===== config.mk =====
export PLATFORM = sky130hd
export DESIGN_NAME = elevator_scheduler
export DESIGN_NICKNAME = d
export VERILOG_FILES = /design/src/rtl/elevator_pkg.sv /design/src/rtl/elevator_request_scan.sv /design/src/rtl/elevator_scheduler.sv
export SDC_FILE = /design/constraint.sdc
export NUM_CORES = 1
export LEC_CHECK = 0
export ABC_AREA = 1
export CORE_MARGIN = 3
export CORE_UTILIZATION = 40
export CTS_BUF_LIST = sky130_fd_sc_hd__clkbuf_16
export CTS_CLUSTER_DIAMETER = 30
export DETAILED_ROUTE_END_ITERATION = 8
export PLACE_DENSITY = 0.62
export RECOVER_POWER = 25
export SETUP_SLACK_MARGIN = 0.15
export SYNTH_ARGS = -nofsm -noshare
export SYNTH_HDL_FRONTEND = slang
export SYNTH_SLANG_ARGS = --single-unit

===== constraint.sdc =====
create_clock -name clk -period 5.9 [get_ports clk]
set_input_delay 1.77 -clock clk [delete_from_list [all_inputs] [get_ports clk]]
set_output_delay 1.77 -clock clk [all_outputs]
set_load 0.1 [all_outputs]

===== src/rtl/elevator_pkg.sv =====
// elevator_pkg: shared constants and the scheduler state encoding for the
// 7-floor elevator car sequencer.
//   FLOOR_MIN / FLOOR_MAX : the floor range the car may ever occupy (1..7)
//   DIR_*                 : current_direction encodings (11 never driven)
//   OPEN/CLOSE, MOVE/HOLD, ON/OFF : single-bit output levels
//   BTN_DOOR_OPEN/CLOSE   : bit positions in the car panel vector
//   elevState_t           : scheduler FSM states
package elevator_pkg;

  localparam logic [2:0] FLOOR_MIN = 3'd1;
  localparam logic [2:0] FLOOR_MAX = 3'd7;

  localparam logic [1:0] DIR_NONE = 2'b00;
  localparam logic [1:0] DIR_UP   = 2'b01;
  localparam logic [1:0] DIR_DOWN = 2'b10;

  localparam logic OPEN  = 1'b1;
  localparam logic CLOSE = 1'b0;
  localparam logic MOVE  = 1'b1;
  localparam logic HOLD  = 1'b0;
  localparam logic ON    = 1'b1;
  localparam logic OFF   = 1'b0;

  localparam int BTN_DOOR_OPEN  = 8;
  localparam int BTN_DOOR_CLOSE = 9;

  typedef enum logic [1:0] {
    ST_IDLE   = 2'd0,
    ST_MOVING = 2'd1,
    ST_OPEN   = 2'd2
  } elevState_t;

endpackage


===== src/rtl/elevator_request_scan.sv =====
// elevator_request_scan: purely combinational summary of outstanding calls
// relative to one floor.
//   floor_button [13:0] : hall calls, bit 2*(f-1) = up at f, bit 2*(f-1)+1 = down at f
//   carButton    [7:1]  : car panel floor calls
//   floorNum     [2:0]  : reference floor (1..7; 0 has no calls)
//   here     : any call at floorNum
//   above    : any call at a floor > floorNum
//   below    : any call at a floor < floorNum
//   upHere   : up hall call at floorNum
//   downHere : down hall call at floorNum
module elevator_request_scan
  import elevator_pkg::*;
(
  input  logic [13:0] floor_button,
  input  logic [7:1]  carButton,
  input  logic [2:0]  floorNum,
  output logic        here,
  output logic        above,
  output logic        below,
  output logic        upHere,
  output logic        downHere
);

  logic [7:1] upCall;
  logic [7:1] downCall;
  logic [7:0] reqVec;
  logic [7:0] upVec;
  logic [7:0] downVec;
  logic [7:0] lowMask;

  for (genvar f = 1; f <= 7; f++) begin : gCall
    assign upCall[f]   = floor_button[2*f-2];
    assign downCall[f] = floor_button[2*f-1];
  end

  // Bit 0 stands for the nonexistent floor 0 and is tied low, so a
  // reference of 0 sees no call "here" and everything counts as above.
  assign reqVec  = {carButton | upCall | downCall, 1'b0};
  assign upVec   = {upCall, 1'b0};
  assign downVec = {downCall, 1'b0};
  assign lowMask = (8'd1 << floorNum) - 8'd1;

  assign here     = reqVec[floorNum];
  assign upHere   = upVec[floorNum];
  assign downHere = downVec[floorNum];
  assign above    = |((reqVec >> floorNum) >> 1);
  assign below    = |(reqVec & lowMask);

endmodule


===== src/rtl/elevator_scheduler.sv =====
// elevator_scheduler: SCAN (collective-selective) car motion and door
// sequencer for a 7-floor car.
//   clk, reset        : clock, synchronous active-high reset
//   floor_button[13:0]: latched hall calls (up/down pairs per floor)
//   internal_button[9:1]: car panel, 1..7 floors, 8 door-open, 9 door-close
//   current_floor[2:0]: floor 1..7
//   current_direction : 01 up, 10 down, 00 none
//   door_state        : 1 open, 0 closed
//   move              : 1 travelling, 0 holding
// All outputs are registered; door_state and move decode the state register.
module elevator_scheduler
  import elevator_pkg::*;
#(
  parameter int TRAVEL_CYCLES = 16,
  parameter int DOOR_CYCLES   = 8,
  parameter int TIMER_W       = 8
) (
  input  logic        clk,
  input  logic        reset,
  input  logic [13:0] floor_button,
  input  logic [9:1]  internal_button,
  output logic [2:0]  current_floor,
  output logic [1:0]  current_direction,
  output logic        door_state,
  output logic        move
);

  localparam logic [TIMER_W-1:0] TRAVEL_LOAD = TIMER_W'(TRAVEL_CYCLES);
  localparam logic [TIMER_W-1:0] DOOR_LOAD   = TIMER_W'(DOOR_CYCLES);
  localparam logic [TIMER_W-1:0] TIMER_ONE   = TIMER_W'(1);

  elevState_t         state, stateD;
  logic [2:0]         floorQ, floorD;
  logic [1:0]         dirQ, dirD;
  logic [TIMER_W-1:0] timerQ, timerD;

  logic       cHere, cAbove, cBelow, cUpHere, cDownHere;
  logic       unusedNextHere, nAbove, nBelow, nUpHere, nDownHere;
  logic [2:0] stepFloor;
  logic [7:0] carVec;
  logic       goingUp, carNext, beyondNext, inDirNext, oppNext, atEnd, stopNext;
  logic       openHold, closeNow;

  assign goingUp   = (dirQ == DIR_UP);
  assign stepFloor = goingUp ? floorQ + 3'd1 : floorQ - 3'd1;
  assign carVec    = {internal_button[7:1], 1'b0};

  elevator_request_scan uScanCur (
    .floor_button (floor_button),
    .carButton    (internal_button[7:1]),
    .floorNum     (floorQ),
    .here         (cHere),
    .above        (cAbove),
    .below        (cBelow),
    .upHere       (cUpHere),
    .downHere     (cDownHere)
  );

  // Evaluates the floor the car is about to arrive at, so the stop decision
  // lands on the same edge as the floor update.
  elevator_request_scan uScanNext (
    .floor_button (floor_button),
    .carButton    (internal_button[7:1]),
    .floorNum     (stepFloor),
    .here         (unusedNextHere),
    .above        (nAbove),
    .below        (nBelow),
    .upHere       (nUpHere),
    .downHere     (nDownHere)
  );

  assign carNext    = carVec[stepFloor];
  assign beyondNext = goingUp ? nAbove : nBelow;
  assign inDirNext  = goingUp ? nUpHere : nDownHere;
  assign oppNext    = goingUp ? nDownHere : nUpHere;
  assign atEnd      = (goingUp && stepFloor == FLOOR_MAX) ||
                      (!goingUp && stepFloor == FLOOR_MIN);
  assign stopNext   = carNext || inDirNext || !beyondNext || atEnd;

  // Door-open beats door-close when both are pressed.
  assign openHold = internal_button[BTN_DOOR_OPEN];
  assign closeNow = internal_button[BTN_DOOR_CLOSE] && !openHold;

  always_comb begin
    stateD = state;
    floorD = floorQ;
    dirD   = dirQ;
    timerD = timerQ;
    case (state)
      ST_IDLE: begin
        if (cHere) begin
          stateD = ST_OPEN;
          timerD = DOOR_LOAD;
          dirD   = cUpHere ? DIR_UP : (cDownHere ? DIR_DOWN : DIR_NONE);
        end else if (cAbove) begin
          stateD = ST_MOVING;
          dirD   = DIR_UP;
          timerD = TRAVEL_LOAD;
        end else if (cBelow) begin
          stateD = ST_MOVING;
          dirD   = DIR_DOWN;
          timerD = TRAVEL_LOAD;
        end
      end
      ST_MOVING: begin
        if (timerQ == TIMER_ONE) begin
          floorD = stepFloor;
          if (stopNext) begin
            stateD = ST_OPEN;
            timerD = DOOR_LOAD;
            // End of the run with only the opposite hall call waiting:
            // turn around now so the button block clears that call.
            if (!beyondNext && !inDirNext && oppNext)
              dirD = goingUp ? DIR_DOWN : DIR_UP;
          end else begin
            timerD = TRAVEL_LOAD;
          end
        end else begin
          timerD = timerQ - TIMER_ONE;
        end
      end
      ST_OPEN: begin
        if (openHold) begin
          timerD = DOOR_LOAD;
        end else if (closeNow || timerQ == TIMER_ONE) begin
          // Keep the current heading if work remains that way (no heading
          // prefers up), otherwise reverse, otherwise serve a late call here.
          if (dirQ != DIR_DOWN && cAbove) begin
            stateD = ST_MOVING;
            dirD   = DIR_UP;
            timerD = TRAVEL_LOAD;
          end else if (dirQ == DIR_DOWN && cBelow) begin
            stateD = ST_MOVING;
            dirD   = DIR_DOWN;
            timerD = TRAVEL_LOAD;
          end else if (cAbove) begin
            stateD = ST_MOVING;
            dirD   = DIR_UP;
            timerD = TRAVEL_LOAD;
          end else if (cBelow) begin
            stateD = ST_MOVING;
            dirD   = DIR_DOWN;
            timerD = TRAVEL_LOAD;
          end else if (cHere) begin
            // Reopen; adopt the direction of a waiting hall call so it can
            // be cleared, keeping the heading if its own call is waiting.
            stateD = ST_OPEN;
            timerD = DOOR_LOAD;
            if (!((dirQ == DIR_UP && cUpHere) || (dirQ == DIR_DOWN && cDownHere))) begin
              if (cUpHere)
                dirD = DIR_UP;
              else if (cDownHere)
                dirD = DIR_DOWN;
            end
          end else begin
            stateD = ST_IDLE;
            dirD   = DIR_NONE;
          end
        end else begin
          timerD = timerQ - TIMER_ONE;
        end
      end
      default: begin
        stateD = ST_IDLE;
        dirD   = DIR_NONE;
      end
    endcase
  end

  always_ff @(posedge clk) begin
    if (reset) begin
      state  <= ST_IDLE;
      floorQ <= FLOOR_MIN;
      dirQ   <= DIR_NONE;
      timerQ <= '0;
    end else begin
      state  <= stateD;
      floorQ <= floorD;
      dirQ   <= dirD;
      timerQ <= timerD;
    end
  end

  assign current_floor     = floorQ;
  assign current_direction = dirQ;
  assign door_state        = (state == ST_OPEN) ? OPEN : CLOSE;
  assign move              = (state == ST_MOVING) ? MOVE : HOLD;

endmodule

==> results list <==
* Result of the run: complete, no violations
* Core utilization of the finished layout: 0.509
- The number of antenna violations at the first check in global routing was 0.
* Pint: ~0.50 mW
- On the final layout, the worst hold slack is about 470 ps.
- # resized after CTS: 0
* Die Width: 81.7 um
* Synth Area in XOR/XNOR: 0.0229
- Deepest clock path buffer count: 2
* Fraction of the cycle the final worst path needs: 0.697
- Worst vdd ir: roughly 0.38 mV
* Placer Congestion: 0.906
- Accumulated negative setup slack: 0 ps
* Final ANT Viol Nets: 0
* Die Area: 6670 um^2
- The portion of synthesized area spent on multiplexers is 0.
- Sum of net half-perimeters after detailed placement: roughly 5400 um
- Leading register cell type out of synthesis: dfxtp_1
* Maximum number of pins on one net before global-route repair: 30
- Clock root cell: clkbuf_16
- Pins Over Slew Limit: 0
* Area Growth Syn to Fin: 18.4%
- Number of buffers inserted by hold repair at cts: 0
* Detailed-router iteration count before antenna repair: 5
* Final critical-path required period: between 4000 and 5000 ps
- Derived from the worst setup path, the maximum achievable clock frequency is 0.243 GHz.
- Max-cap violations in this run came to 0.
* Warning count from the yosys run: 0
* Most common cell after layout, fill and taps aside: nand2_1
- Die extent in y: around 82 um
- The number of nets in the synthesized netlist is ~440.
- STA classifies the critical path endpoint as an output pin.
- Worst-Margin Slew: between 900 and 1000 ps
* Clock H-tree levels: 1
- Port buffer count: 31
- Share of the synthesized area in compound gates (AO/OA/AOI/OAI): 0.206
- The repair_antennas step left the layout with diodes totalling 0.
- Counting distinct cell types in the post-synthesis netlist gives 42.
- Setup violations remaining at the end of the flow were counted as 0.
* Length of routed wiring on met1: about 3500 um
* Synth Register Bits: 15
* Worst path required time: between 4000 and 5000 ps
* Main combinational cell family by area after synthesis: simple AND/OR/NAND/NOR gates
- The worst hold path belongs to the class register to register.
- Leakage power: between 1 and 1.5 nW
- The number of hold violations in the final report came to 0.
- Iteration-0 DRC Markers: between 300 and 400
- Of the total power, the share spent switching nets is 0.553.
* Clk_lat worst skew: roughly 250 ps
- For this configuration, the core starts out at a cell density of 0.430.
- Max layer used: met4
- Synthesis handed over a netlist of 400 instances.
- Summed over all nets, the switching power comes to ~0.62 mW.
- Setup slack at placement: roughly 1700 ps
- Number of sinks on the clock net: 15
* Peak fanout along the critical path: 10
- After detailed routing, the number of remaining DRC violations is 0.
* Area of the core: about 5300 um^2
- The filler cells instantiated in the layout total roughly 590.
* Total clock buffers created by CTS: 3
- Clock skew on the completed layout was measured at ~3.6 ps.
- Headroom to the max-slew limit came out at 0.342.
* Average via count per standard cell: between 5 and 6
- Ports placed on the boundary: 32
* Clock Pin Slew Worst Setup and Hold Paths: 50 ps
- Overall track demand over capacity in global routing: 0.210
- The net count of the finished layout is between 400 and 500.
- The share of total power dissipated in combinational logic is 0.743.
- GR Overflow Total: 0
* Most frequent cells in the layout: 97 x nand2_1, 52 x inv_1, 39 x nor2_1
- After detailed routing, the average wire length per cell comes to 13.5 um.
- Summing every instance area after synthesis gives ~2300 um^2.
* Share of power burned in registers: 0.138
- Total vias in the final route: 2658
* Smallest setup slack after layout: 1790 ps
* Setup repair after global routing missed its margin: no
- Sort of element at the start of the critical path: register
- Crit-path max cell delay: approximately 1200 ps
- Final wirelength: approximately 6700 um
- Of the total power, the clock network draws 0.119.
- In the synthesized netlist the async set-or-reset flop fraction comes to 0.
- Metal2 WL: approximately 2800 um
* Share of layout cells above drive strength 1: 0.0892
- Number of setup buffers added after CTS: 0
- Dividing the synthesized area by the synthesized cell count gives between 5 and 6 um^2.
- Wire segments on met3 add up to about 450 um in the final route.
* Portion of the post-synthesis area used by sequential elements: 0.131
* Global-route wire length before repair: between 10000 and 15000 um
- CTS tree: yes
- Cell chain of the critical path: inv_1, ha_1, clkdlybuf4s50_1
- Yosys mapped a number of flops with a built-in enable equal to 0.
- Fraction of the mapped netlist area in adder cells: 0.0797
- The largest individual stage delay along the critical path comes from the cell clkdlybuf4s50_1.
- By startpoint and endpoint, the worst setup path is classified as register to output pin.
- Via count of the first global-routing pass: 2263
* Post-Synth Simple-Gate Area: 0.431
- Total power divided by cell area: just over 400 nW/um^2
* CP Data Arrival Time: 2340 ps
- In this run the core area contains 26 standard-cell rows.
## critical path: cells and delay by family, from the launching register on
family	cells	cell delay, ps
fa+ha+maj	1	460
buf+inv	2	1320
flops	1	320
## synth_stat cells (5+ instances only)
cell      instances  area share
nand2_1          97        0.16
inv_1            52       0.085
nor2_1           39       0.064
nand3_1          34       0.074
o21ai_0          30       0.066
a21oi_1          28       0.061
dfxtp_1          15        0.13
ha_1             13       0.071
inv_2             7       0.011
nand4_1           6       0.016
nor2_2            6       0.016
nor3_1            6       0.013
o211ai_1          6       0.020
o21ai_1           6       0.013
xor2_1            5       0.019
## cells by family (layout without fill, tap and decap cells)
group           after synthesis  in the layout
fa+ha+maj                    14             14
buf+inv                      72             98
simple gates                210            210
xor+xnor                      6              6
flops                        15             15
compound gates               83             83
## sequential cells by signal, summed over array words and instances (netlist names)
signal and cells:
timerQ 8, current_floor 3, current_direction 2, state 2
## per-stage QoR
step | std cells | instance area (um^2) | power [mW]
finish | 496 | 2720 | 1.12
global route | 496 | 2720 | 1.22
CTS | 496 | 2720 | 1.11
detailed placement | 492 | 2640 | 0.971
global placement | 492 | 2640 | 0.969
floorplan | 400 | 2290 | 0.811
## power groups by stage
stage	Sequential (mW)	Clock, mW	Combinational [mW]
2_1_floorplan	0.188	0	0.623
3_3_place_gp	0.155	0	0.814
3_5_place_dp	0.156	0	0.816
4_1_cts	0.154	0.135	0.821
5_1_grt	0.157	0.141	0.921
6_report	0.154	0.133	0.830
## final timing paths
check                           slack (ps)  depth (start not counted)              endpoint             start
worst max-delay path                  1790                          3                  move          state[1]
worst max register to register        2180                         24  current_direction[1]  current_floor[0]
worst min-delay path                   470                          1      current_floor[0]  current_floor[0]
worst min register to register         470                          1      current_floor[0]  current_floor[0]
## per-layer routing
metal  GRT usage  vias to the layer above
li1            -                     1373
met1       0.335                     1187
met2       0.303                       94
met3      0.0373                        4
met4     0.00997                        0
met5           0                        -
## layout make-up
cell class | count | area (um^2) | share of cell area
well taps | 70 | 87.6 | 0.0323
clock buffers | 3 | 75.1 | 0.0276
multi-input cells | 313 | 1690 | 0.624
flip-flops and latches | 15 | 300 | 0.111
repair buffers | 32 | 318 | 0.117
inverters | 62 | 235 | 0.0866
clock inverters | 1 | 5.00 | 0.00184
No activity file was read; power rests on OpenSTA's default activity.
